File: config.mk
export PLATFORM = sky130hd
export DESIGN_NAME = uart_boot_loader
export DESIGN_NICKNAME = d
export VERILOG_FILES = /design/src/rtl/loader_pkg.sv /design/src/rtl/uart_boot_loader.sv
export SDC_FILE = /design/constraint.sdc
export NUM_CORES = 1
export LEC_CHECK = 0
export BUFFER_PORTS_ARGS = -buffer_cell sky130_fd_sc_hd__buf_4
export CORE_ASPECT_RATIO = 1.5
export CORE_UTILIZATION = 52
export CTS_CLUSTER_DIAMETER = 200
export DETAILED_ROUTE_END_ITERATION = 6
export PLACE_DENSITY = 0.76
export SLEW_MARGIN = 5
export SYNTH_ARGS = -nofsm -noshare
export SYNTH_HDL_FRONTEND = slang
export SYNTH_SLANG_ARGS = --single-unit
File: constraint.sdc
create_clock -name clk -period 6.7 [get_ports clk]
set_input_delay 2.01 -clock clk [delete_from_list [all_inputs] [get_ports clk]]
set_output_delay 2.01 -clock clk [all_outputs]
set_load 0.005 [all_outputs]
File: src/rtl/loader_pkg.sv
// Shared types and constants for the UART boot loader: FSM state encoding
// and the checksum / word-counter widths.
package loader_pkg;

    localparam int CSUM_W = 32;
    // One bit wider than a word so that a full-capacity image count fits without overflow.
    localparam int CNT_W  = CSUM_W + 1;

    typedef enum logic [2:0] {
        S_LEN,
        S_LOAD,
        S_SUM,
        S_RUN,
        S_ERR
    } loader_state_t;

endpackage

File: src/rtl/uart_boot_loader.sv
// Boot sequencer: parses a length-prefixed, XOR-checksummed program image from the
// receiver word stream into instruction memory and releases the core once verified.
module uart_boot_loader
    import loader_pkg::*;
#(
    parameter int ADDR_W = 15
) (
    input  logic              clk,
    input  logic              rst,
    input  logic [31:0]       in_data,
    input  logic              in_valid,
    output logic              in_ready,
    output logic              imem_we,
    output logic [ADDR_W-1:0] imem_addr,
    output logic [31:0]       imem_wdata,
    output logic              cpu_rst,
    output logic              done,
    output logic              error,
    output logic [31:0]       prog_words
);

    localparam logic [CNT_W-1:0] CAPACITY = CNT_W'(1) << ADDR_W;

    loader_state_t     state;
    loader_state_t     state_nxt;
    logic              accept;
    logic [CNT_W-1:0]  cnt;
    logic [CSUM_W-1:0] acc;
    logic [ADDR_W-1:0] addr;

    function automatic logic header_too_long(input logic [CSUM_W-1:0] n);
        return {1'b0, n} > CAPACITY;
    endfunction

    assign accept = in_valid && in_ready;

    always_ff @(posedge clk or posedge rst) begin
        if (rst) begin
            state <= S_LEN;
        end else begin
            state <= state_nxt;
        end
    end

    always_comb begin
        state_nxt = state;
        case (state)
            S_LEN: begin
                if (accept) begin
                    if (header_too_long(in_data)) begin
                        state_nxt = S_ERR;
                    end else if (in_data == '0) begin
                        state_nxt = S_SUM;
                    end else begin
                        state_nxt = S_LOAD;
                    end
                end
            end
            S_LOAD: begin
                if (accept && cnt == CNT_W'(1)) begin
                    state_nxt = S_SUM;
                end
            end
            S_SUM: begin
                if (accept) begin
                    state_nxt = (in_data == acc) ? S_RUN : S_ERR;
                end
            end
            default: state_nxt = state;
        endcase
    end

    // Status and handshake outputs are decoded from state alone.
    always_comb begin
        in_ready = 1'b0;
        cpu_rst  = 1'b1;
        done     = 1'b0;
        error    = 1'b0;
        case (state)
            S_LEN, S_LOAD, S_SUM: in_ready = 1'b1;
            S_RUN: begin
                cpu_rst = 1'b0;
                done    = 1'b1;
            end
            S_ERR:   error = 1'b1;
            default: in_ready = 1'b0;
        endcase
    end

    // Stage p0 -> p1: header latch, payload write issue, checksum accumulation.
    always_ff @(posedge clk or posedge rst) begin
        if (rst) begin
            imem_we    <= 1'b0;
            imem_addr  <= '0;
            imem_wdata <= '0;
            prog_words <= '0;
            cnt        <= '0;
            acc        <= '0;
            addr       <= '0;
        end else begin
            imem_we <= 1'b0;
            if (accept) begin
                case (state)
                    S_LEN: begin
                        prog_words <= in_data;
                        cnt        <= {1'b0, in_data};
                        acc        <= in_data;
                        addr       <= '0;
                    end
                    S_LOAD: begin
                        imem_we    <= 1'b1;
                        imem_addr  <= addr;
                        imem_wdata <= in_data;
                        acc        <= acc ^ in_data;
                        // Wraps to 0 after the last word of a full-capacity image; no write follows.
                        addr       <= addr + ADDR_W'(1);
                        cnt        <= cnt - CNT_W'(1);
                    end
                    default: ;
                endcase
            end
        end
    end

endmodule

**After elaboration in Yosys (flattened, before gate mapping)**

Index checks and enable logic that the tools add are counted.

- Word-level logic and storage cells: 48
- Register bits: 163
- Output and inout port bits: 84

- Add/subtract/negate cells: 2
- $lt $le $gt $ge: 1
- Reductions and logical operators: 11
- Muxes and demuxes: 16
- Bitwise operators: 1
- Equal/unequal tests: 9

Operators with widths:

| kind | number |
|---|---|
| $pmux W33 S2 | 1 |
| $pmux W32 S2 | 1 |
| $eq A33 B1 Y1 const B | 1 |
| $sub A33 B1 Y33 const B | 1 |
| $eq A32 B32 Y1 | 1 |
| $gt A32 B16 Y1 const B | 1 |
| $logic_not A32 Y1 | 1 |
| $xor A32 B32 Y32 | 1 |
| $pmux W15 S2 | 1 |
| $add A15 B1 Y15 const B | 1 |
| $mux W3 | 5 |
| $pmux W3 S3 | 1 |
| $eq A3 B2 Y1 const B | 2 |
| $mux W1 | 6 |
| $ne A2 B2 Y1 const B | 3 |
| $reduce_and A2 Y1 | 3 |
| $reduce_and A4 Y1 | 1 |
| $eq A3 B1 Y1 const B | 1 |
| $eq A3 B3 Y1 const B | 1 |
| $logic_not A3 Y1 | 1 |
| $reduce_bool A3 Y1 | 1 |
| $reduce_or A3 Y1 | 1 |
| $logic_and A1 B1 Y1 | 2 |
| $mux W2 | 1 |
| $reduce_bool A2 Y1 | 1 |

**Depth between registers and ports, before layout**

Gate-level depths: netlist of run 1.

- Depth after elaboration: 7
- Mapped depth: 8
- Gate-level depth less buffers: 7

**Worst setup path before layout of run 1**

Ideal clock, no wire load.

- Path type: input-to-reg
- Start: input in_data[3]
- End: register state[2]
- Library setup time: 0.126 ns
- Path slack: 3.308 ns
- Stages on the path: 6
- Data arrival time: 3.266 ns
- Cells stage by stage: clkbuf_1 -> nor4_1 -> nand4_1 -> a211oi_1 -> a31oi_1 -> a221o_1

- Longest elaborated chain between the ends: 4
- Elaborated cells between the ends (all ways): 7
- Classes of those cells: order compare (1); eq/ne (1); mux (5)

RTL lines:

| item | line | text |
|---|---|---|
| from (decl) | uart_boot_loader.sv:10 | `input logic [31:0] in_data,` |
| $gt A32 B16 Y1 / $eq A32 B32 Y1 (equally long branches) | uart_boot_loader.sv:32, uart_boot_loader.sv:66 |  |
| $mux W3, on equally long branches | uart_boot_loader.sv:50, uart_boot_loader.sv:66 |  |
| $mux W3, on equally long branches | uart_boot_loader.sv:49, uart_boot_loader.sv:65 |  |
| $pmux W3 S3 (*) | uart_boot_loader.sv:47 | `case (state)` |
| to (signal assigned) | uart_boot_loader.sv:41 | `state <= state_nxt;` |
| to (decl) | uart_boot_loader.sv:24 | `loader_state_t state;` |

Mark *: on every way between the ends. The rest lies on a longest branch, timed or not. The select of a mux whose other input is x is not followed.
A chain may end at the register's enable or synchronous reset.

**Worst setup path after layout of run 1**

- Start: register state[0]
- End: output done

- Longest elaborated chain between the ends: 2

RTL lines:

| item | line | text |
|---|---|---|
| $eq A3 B2 Y1 | uart_boot_loader.sv:79 | `case (state)` |
| $mux W1 | uart_boot_loader.sv:79 |  |
| to (decl) | uart_boot_loader.sv:17 | `output logic done,` |

No other way between the ends.

==> results of run 1 <==
==> worst min-delay path by stage <==
stage,startpoint,slack (ps),depth (start not counted),endpoint
6_report,imem_addr[11],470,2,imem_addr[11]
5_1_grt,prog_words[11],490,2,prog_words[11]
4_1_cts,prog_words[22],480,2,prog_words[22]
3_5_place_dp,imem_wdata[5],460,2,imem_wdata[5]
3_3_place_gp,imem_wdata[8],460,2,imem_wdata[8]
2_1_floorplan,addr[14],460,2,imem_addr[14]
==> cells in the mapped netlist (2+ instances only) <==
cell and count:
buf_2 5, buf_1 4, a21o_1 3, and3_1 6, mux2i_1 10, clkbuf_1 64, or4_1 4, nor3_1 18
o21ai_1 5, nor4_1 16, xor2_1 3, nor4_4 3, nand3_1 10, nand2_1 251, nor2_1 62, nor3b_2 2
a32oi_1 6, o211ai_1 4, a21oi_1 59, buf_4 3, and4_1 4, or2_2 3, o32ai_1 2, ha_1 3
a22oi_1 3, xnor2_1 40, o22ai_1 15, o21ai_0 36, dfrtp_1 163, and2_1 2, clkbuf_2 2, a31oi_1 5
a22o_1 4, nand4_1 25, inv_1 16, or3_1 9, a311oi_1 32
==> cell families (layout without fill, tap and decap cells) <==
kind of cell | Yosys count | in the layout | share of synthesized area
AO/OA/AOI/OAI | 180 | 180 | 0.1414
XOR/XNOR | 43 | 43 | 0.04678
flip-flops | 163 | 163 | 0.5066
buffers and inverters | 96 | 177 | 0.04817
adder cells (fa/ha/maj) | 3 | 3 | 0.004663
AND/OR/NAND/NOR | 424 | 424 | 0.2399
multiplexers | 10 | 10 | 0.01243
==> final cells by class <==
class	instances	area, µm²
well taps	199	249.0
flip-flops and latches	163	4079
clock buffers	21	470.5
clock inverters	11	175.2
inverters	17	68.82
multi-input cells	660	3598
repair buffers	128	960.9
fillers	1300	5538
==> flip-flops by register name, summed over array words and instances, names as in the netlist <==
| register | cells |
|---|---|
| imem_addr | 15 |
| prog_words | 32 |
| imem_wdata | 32 |
| acc | 32 |
| state | 3 |
| imem_we | 1 |
| cnt | 33 |
| addr | 15 |
==> layer usage <==
metal	track usage	up-vias	wire length, µm
met1	0.3457	3426	8765
met3	0.04509	53	1078
met5	0	-	0
li1	-	3314	-
met4	0.1270	0	740
met2	0.4596	256	10710
==> worst max-delay path, cell delays in order, from the launching register on <==
cell	delay, ps
dfrtp_1	320
buf_4	350
inv_1	450
or3_1	550
inv_1	80
buf_4	100
==> report_power, final <==
part / switching (W) / internal [W]
Sequential: 0.000263 / 0.00129
Combinational: 0.000703 / 0.000592
Clock: 0.000408 / 0.000657
==> per-stage QoR <==
step / hold WS [ps] / cells / instance area (µm²) / util / power, W
2_1_floorplan: 459.8 / 919 / 8051 / - / 0.002317
3_3_place_gp: 458.4 / 1167 / 8956 / 0.5916 / 0.002823
3_5_place_dp: 463.2 / 1167 / 8956 / 0.5916 / 0.002857
4_1_cts: 479.4 / 1199 / 9602 / 0.6342 / 0.003929
5_1_grt: 487.5 / 1199 / 9602 / 0.6342 / 0.004146
6_report: 474.0 / 1199 / 9602 / 0.6342 / 0.003916
==> flow_summary.ini, run 1 <==
[synthesis]
ys_types = 54
yosysTopAreaCellShare = 0.5066
ys.flop_type = dfrtp_1
yosys_warnings = 0
synth_nets = 957
yosys.area.top_type = dfrtp_1
postSynthCellCount = 919
synth_edf_count = 0
syn_avg_cell_area_um2 = 8.761
async_flop_share = 1.000
seq_area_frac_synth = 0.5066
ys_seq_elements = 163
synth_area_leaders = dfrtp_1 (51%), nand2_1 (12%), xnor2_1 (4.4%)
synthesis.area_um2 = 8051

[finish]
n_antenna_cell = 0
nNetsFinal = 1025
layout_common_cells = nand2_1 (249), dfrtp_1 (163), buf_4 (128), nor2_1 (61), a21oi_1 (59)
drive_gt1_frac = 0.1760
final_common_cell = nand2_1
areaGrowthSynthToFinish_pct = 19.25

[clocking]
cts_resized = 0
clockRootBuffer = clkbuf_16
cts_sinks = 163
numCtsBuffers = 17
post_cts.repair.setup_buffers = 0
clockBufferDepth = 2
cts_tree = yes
ctsHoldBuffers = 0
h-tree-depth = 4
cts.clk_slew.worst_paths_ps = 60
worstSkewPairLatency_ps = 420

[route]
first_iter_violations = 477
ant_nets = 0
via_count = 7049
drc = 0
wire_per_inst_um = 17.76
dr.pass1.iters = 5
drt-total-wl_mm = 21.30
via_per_inst = 5.879

[flow_run]
drv_cap = 0

[global_routing]
grt_pass1_wl_mm = 34.78
grt_pass1_vias = 6676
grt_usage = 0.2733
antenna_found_initial = 0
gr-total-overflow = 0
grt_max_degree = 79

[setup_path]
crit_start = state[0]
arrival_ps = 2290
critPathCaptureType = primary output
path_class = flop to primary output
critPathLaunchType = flop
rr_startpoint = state[0]
worstPathRequired_ps = 4690
reg2regPathDepth = 6
worstPathMaxFanout = 32
r2r-end = acc[8]
cp-endpoint = done
regToRegSetupSlack_ps = 3610

[sta]
slew_headroom = 0.1928
hold_viol_final = 0
rsz0062_at_grt = no
skew_ps = 7.941
final.setup.tns_ps = 0
fin_crit_sh = 0.6414
fin_ws_ps = 2402
setup_violations = 0
slew_viol_final = 0
fmax_mhz = 232.7
fin_crit_ps = 4298
worstMarginPinSlew_ps = 1211

[floorplan]
io_pins = 119
core_area_um2 = 15140
fp.dieW_um = 103.6
initial_core_util = 0.5318
die_h_um = 154.4
die_area_um2 = 16000
rows = 55

[min_path]
hp-class = flop to flop

[power_and_ir_drop]
vdd_drop_max_uv = 205.6
p_leak_nw = 4.525
powerDensity_nw_per_um2 = 407.9

[place]
dp_slack_ps = 2568
io_buffers = 118
gp_congestion = 0.8912
dp_hpwl_mm = 13.84

[outcome]
run_status = completed
Power figures use the tool's default switching activity.
==> run 2, diff against run 1 <==
--- a/config.mk
+++ b/config.mk
@@ -5,12 +5,13 @@
 export SDC_FILE = /design/constraint.sdc
 export NUM_CORES = 1
 export LEC_CHECK = 0
+export ABC_AREA = 1
 export BUFFER_PORTS_ARGS = -buffer_cell sky130_fd_sc_hd__buf_4
 export CORE_ASPECT_RATIO = 1.5
-export CORE_UTILIZATION = 52
+export CORE_UTILIZATION = 58
 export CTS_CLUSTER_DIAMETER = 200
 export DETAILED_ROUTE_END_ITERATION = 6
-export PLACE_DENSITY = 0.76
+export PLACE_DENSITY = 0.8
 export SLEW_MARGIN = 5
 export SYNTH_ARGS = -nofsm -noshare
 export SYNTH_HDL_FRONTEND = slang
==> constraint.sdc (replaced) <==
create_clock -name clk -period 4 [get_ports clk]
set_input_delay 1.2 -clock clk [delete_from_list [all_inputs] [get_ports clk]]
set_output_delay 1.2 -clock clk [all_outputs]
set_load 0.005 [all_outputs]
==> run 2 against run 1 <==
Against the previous run: sequential power is 8% higher; area after synthesis is 5.5% higher; via count is 8.0% higher; die area is 5.4% lower; register-to-register slack worse by 2100 ps; core utilization is 8.0 points higher; critical path depth is 1 lower; sequential cell count stayed put; worst setup slack worse by 1500 ps; total power is 10% lower; largest cell class unchanged; largest power group unchanged.
==> flow_summary.ini, run 2 <==
[place]
dp.cells = 1360
dp_hpwl_mm = 15.38
io_buffers = 118
detailed_place.area_um2 = 9510
gp_congestion = 0.9196

[finish]
nNetsFinal = 1225
drive_gt1_frac = 0.1900
final_common_cell = nand2_1
fin_cells = 1392
largest_register_ffs = 33
layout_common_cells = nand2_1 (285), dfrtp_1 (163), inv_1 (135), buf_4 (125), nor2_1 (84)
final_cell_area_um2 = 10090
fill_cells = 1126
n_antenna_cell = 0
largest-register = cnt
fin_util = 0.7143
areaGrowthSynthToFinish_pct = 18.82

[synthesis]
yosys.area.top_type = dfrtp_1
seq_area_frac_synth = 0.4803
synthesis.area_um2 = 8492
synth_edf_count = 0
ys_types = 36
yosys_warnings = 0
yosysTopAreaCellShare = 0.4803
netlist_top_cells_count = nand2_1 (285), dfrtp_1 (163), inv_1 (136)
synth_most_common_cell = nand2_1
synth_nets = 1116
ys.flop_type = dfrtp_1
ys_seq_elements = 163
async_flop_share = 1.000
postSynthCellCount = 1078
synth_area_leaders = dfrtp_1 (48%), nand2_1 (13%), inv_1 (6.0%)
syn_avg_cell_area_um2 = 7.877

[sta]
setup_violations = 0
slew_viol_final = 0
final.setup.tns_ps = 0
fin_crit_ps = 3137
slew_headroom = 0.3350
fmax_mhz = 318.8
skew_ps = 9.159
hold_viol_final = 0
fin_crit_sh = 0.7842
worstMarginPinSlew_ps = 995.4
rsz0062_at_grt = no

[power_and_ir_drop]
vdd_drop_max_uv = 264.2
p_leak_nw = 5.188
powerDensity_nw_per_um2 = 347.4

[setup_path]
rr_startpoint = state[0]
cp_slowest_cell = inv_2
regToRegSetupSlack_ps = 1520
crit_chain = inv_2 -> nand2_1 -> nor2_1 -> buf_4
cp_top_family = buffers and inverters
arrival_ps = 1940
r2r-end = addr[0]
slowest_delay_ps = 580
critPathLaunchType = flop
path_class = flop to primary output
worstPathRequired_ps = 2800
worst-path-buf-inv = 2
reg2regPathDepth = 9
critPathCaptureType = primary output
worstPathMaxFanout = 38

[floorplan]
die_h_um = 150.2
fp.dieW_um = 100.8
core_area_um2 = 14120
die_area_um2 = 15140
rows = 53
initial_core_util = 0.6012
io_pins = 119

[route]
via_count = 7615
dr.pass1.iters = 5
via_per_inst = 5.471
wire_per_inst_um = 15.47
ant_nets = 0
drc = 0
drt-total-wl_mm = 21.53
first_iter_violations = 504

[clocking]
ctsHoldBuffers = 0
cts_resized = 0
worstSkewPairLatency_ps = 420
cts_sinks = 163
h-tree-depth = 4
post_cts.repair.setup_buffers = 0
numCtsBuffers = 17
cts.clk_slew.worst_paths_ps = 70
cts_tree = yes
clockRootBuffer = clkbuf_16
clockBufferDepth = 2

[min_path]
min_path_cells = 2
hp-start = prog_words[20]
hold_end = prog_words[20]
hp-class = flop to flop

[global_routing]
grt_pass1_wl_mm = 35.13
grt_usage = 0.2993
antenna_found_initial = 0
gr-total-overflow = 0
grt_max_degree = 76
grt_pass1_vias = 7405

[flow_run]
drv_cap = 0

[outcome]
run_status = completed
## run 2: changes by cell type in the layout (fill, tap and decap cells not counted), moves of 23 or more
cell and delta:
inv_1 +120, nand3_1 +38, nand2_1 +36, a311oi_1 -32, o21ai_1 +32, xnor2_1 -32, o21ai_2 +26, a22oi_1 +24
nor2_1 +23
## run 2: how the worst max path moves through the flow
stage | from | end | cells past startpoint
floorplan | rst | acc[0] | 1
global placement | in_valid | addr[12] | 9
detailed placement | in_valid | addr[12] | 9
CTS | state[0] | error | 4
global route | state[0] | error | 4
finish | state[0] | error | 4
## run 2: kinds of logic after synthesis
kind of cell | count (synthesis) | share of synthesized area
simple gates | 478 | 0.2453
compound gates | 238 | 0.1659
buf+inv | 183 | 0.09061
flops | 163 | 0.4803
xor+xnor | 13 | 0.01341
fa+ha+maj | 3 | 0.004421
## run 2: area by class of cell
cell class	instances	area, µm²	area share
clock buffers	18	439.2	0.04353
clock inverters	14	140.1	0.01389
inverters	145	549.3	0.05444
well taps	192	240.2	0.02381
repair buffers	128	998.5	0.09896
flip-flops and latches	163	4079	0.4043
multi-input cells	732	3643	0.3611
## run 2: power by group
| part | switching [W] | internal, W |
|---|---|---|
| clock network | 0.000717 | 0.000894 |
| logic | 0.000123 | 0.0000854 |
| registers | 0.0000153 | 0.00167 |
| total | 0.000854 | 0.00265 |
## run 2: routing by layer
metal  vias up  track usage  share of wire  wire (µm)
met5         -            0              0          0
met3        54      0.04921          0.055       1191
met1      3606       0.3699           0.40       8674
met4         0       0.1196          0.032        687
li1       3700            -              -          -
met2       255       0.5195           0.51      10980
## run 2: metrics by stage
stage          hold WS (ps)  total power (W)  setup slack [ps]
3_5_place_dp          470.7         0.001927              1204
2_1_floorplan         465.4         0.001808             729.2
4_1_cts               486.8         0.003519             893.7
3_3_place_gp          467.4         0.001922              1272
6_report              484.1         0.003505             863.1
5_1_grt               508.9         0.003605             792.5
## run 2: tightest hold or removal path, cell delays in order (launching register included)
cell and delay [ps]:
dfrtp_1 340, nand2_1 50, o21ai_0 60
==> run 3, diff against run 2 <==
--- a/config.mk
+++ b/config.mk
@@ -5,13 +5,13 @@
 export SDC_FILE = /design/constraint.sdc
 export NUM_CORES = 1
 export LEC_CHECK = 0
-export ABC_AREA = 1
+export ABC_AREA = 0
 export BUFFER_PORTS_ARGS = -buffer_cell sky130_fd_sc_hd__buf_4
 export CORE_ASPECT_RATIO = 1.5
-export CORE_UTILIZATION = 58
+export CORE_UTILIZATION = 52
 export CTS_CLUSTER_DIAMETER = 200
 export DETAILED_ROUTE_END_ITERATION = 6
-export PLACE_DENSITY = 0.8
+export PLACE_DENSITY = 0.76
 export SLEW_MARGIN = 5
 export SYNTH_ARGS = -nofsm -noshare
 export SYNTH_HDL_FRONTEND = slang
==> constraint.sdc (replaced) <==
create_clock -name clk -period 2.6 [get_ports clk]
set_input_delay 0.78 -clock clk [delete_from_list [all_inputs] [get_ports clk]]
set_output_delay 0.78 -clock clk [all_outputs]
set_load 0.005 [all_outputs]
==> run 3 against run 2 <==
Against the previous run: clock-buffer cell count grew 6; global-route usage fell by 1.4 points; sequential cell count unchanged; clock power grew 63%; largest power group unchanged; die area grew 5.7%; worst setup slack got worse by 720 ps; via count down 6.5%; design area decreased by 3.4%; highest routed layer unchanged; combinational power rose to 17 times the previous value; total power rose to 2.9 times the previous value; first-iteration DRC count is 24% lower.
==> flow_summary.ini, run 3 (same netlist as run 1, synthesis figures left out) <==
[outcome]
run_status = completed

[floorplan]
rows = 55
core_area_um2 = 15140
die_area_um2 = 16000
die_h_um = 154.4
initial_core_util = 0.5318
io_pins = 119
fp.dieW_um = 103.6

[global_routing]
grt_pass1_vias = 7039
gr-total-overflow = 0
antenna_found_initial = 0
grt_max_degree = 78
grt_pass1_wl_mm = 35.99
grt_usage = 0.2850

[route]
wire_per_inst_um = 18.09
via_per_inst = 5.869
first_iter_violations = 383
ant_nets = 0
dr.pass1.iters = 5
via_count = 7119
drc = 0
drt-total-wl_mm = 21.94

[setup_path]
crit_chain = inv_1 -> or3_1 -> inv_1 -> buf_4
cp_top_family = flip-flops
critPathLaunchType = flop
r2r-end = cnt[27]
regToRegSetupSlack_ps = 170
reg2regPathDepth = 6
rr_startpoint = cnt[7]
worstPathMaxFanout = 7
arrival_ps = 1680
crit_cells = 4
critPathCaptureType = primary output
worst-path-buf-inv = 3
worstPathRequired_ps = 1820
slowest_delay_ps = 540
path_class = flop to primary output
cp-endpoint = done
cp_common_cell = inv_1
cp_slowest_cell = dfrtp_1
crit_start = state[0]

[sta]
skew_ps = 7.538
fin_crit_ps = 2456
fin_crit_sh = 0.9445
hold_ws_ps = 323.1
worstMarginPinSlew_ps = 847.0
setup_violations = 0
hold_viol_final = 0
rsz0062_at_grt = no
fmax_mhz = 407.2
slew_headroom = 0.4353
fin_ws_ps = 144.2
slew_viol_final = 0

[finish]
multi_input_area_um2 = 3598
areaGrowthSynthToFinish_pct = 21.06
final_common_cell = nand2_1
drive_gt1_frac = 0.1844
fill_cells = 1274
largest_register_ffs = 33
nNetsFinal = 1040
n_antenna_cell = 0
largest-register = cnt
layout_common_cells = nand2_1 (249), dfrtp_1 (163), buf_4 (137), nor2_1 (61), a21oi_1 (59)
regArea_um2 = 4079

[place]
dp_slack_ps = 195.5
io_buffers = 118
gp_congestion = 0.9110
dp_hpwl_mm = 14.87

[flow_run]
drv_cap = 0

[power_and_ir_drop]
p_leak_nw = 4.600
powerDensity_nw_per_um2 = 1043
vdd_drop_max_uv = 579.7

[clocking]
h-tree-depth = 4
cts.clk_slew.worst_paths_ps = 60
clockBufferDepth = 2
cts_tree = yes
numCtsBuffers = 17
post_cts.repair.setup_buffers = 0
ctsHoldBuffers = 0
cts_sinks = 163
clockRootBuffer = clkbuf_16
cts_resized = 0
worstSkewPairLatency_ps = 420

[min_path]
hp-class = input pin to asynchronous set/reset pin
-- run 3: cell count changes in the layout (fill, tap and decap cells not counted), moves of 15 or more --
| cell | before | now |
|---|---|---|
| nand2_1 | 285 | 249 |
| xnor2_1 | 8 | 40 |
| a311oi_1 | 0 | 32 |
| o21ai_1 | 37 | 5 |
| nand3_1 | 48 | 10 |
| o21ai_0 | 52 | 36 |
| inv_1 | 135 | 15 |
| nor2_1 | 84 | 61 |
| nor4_1 | 1 | 16 |
| a22oi_1 | 27 | 3 |
| o21ai_2 | 26 | 0 |
-- run 3: how the worst min path moves through the flow --
| stage | from | end | slack (ps) |
|---|---|---|---|
| detailed placement | imem_wdata[20] | imem_wdata[20] | 460 |
| global placement | imem_addr[6] | imem_addr[6] | 460 |
| CTS | rst | imem_addr[3] | 320 |
| global route | rst | imem_addr[3] | 330 |
| finish | rst | imem_addr[3] | 320 |
| floorplan | addr[14] | imem_addr[14] | 460 |
-- run 3: power breakdown --
group | internal (W) | switching, W | leakage (nW)
logic | 0.00163 | 0.00188 | 2.17
registers | 0.00333 | 0.000706 | 2.15
clock network | 0.00159 | 0.00103 | 0.287
total | 0.00655 | 0.00361 | 4.60
-- run 3: layer usage --
layer | wire, µm | part of all wire | GRT usage
met1 | 8546 | 0.39 | 0.3359
met2 | 11070 | 0.50 | 0.4909
met3 | 1260 | 0.057 | 0.04256
met4 | 1060 | 0.048 | 0.1753
met5 | 0 | 0 | 0
-- run 3: through the flow --
stage / instances / power, W / util / instance area [µm²] / TNS, ps
floorplan: 919 / 0.005972 / - / 8055 / -40880
global placement: 1182 / 0.007434 / 0.6039 / 9143 / 0
detailed placement: 1182 / 0.007535 / 0.6039 / 9143 / 0
CTS: 1213 / 0.01018 / 0.6438 / 9747 / 0
global route: 1213 / 0.01074 / 0.6438 / 9747 / 0
finish: 1213 / 0.01016 / 0.6438 / 9747 / 0
-- run 3: final cells by class --
type                    count  share of cell area
clock inverters             7             0.01258
inverters                  17            0.006932
repair buffers            143              0.1178
multi-input cells         660              0.3692
well taps                 199             0.02555
clock buffers              24             0.04942
flip-flops and latches    163              0.4185
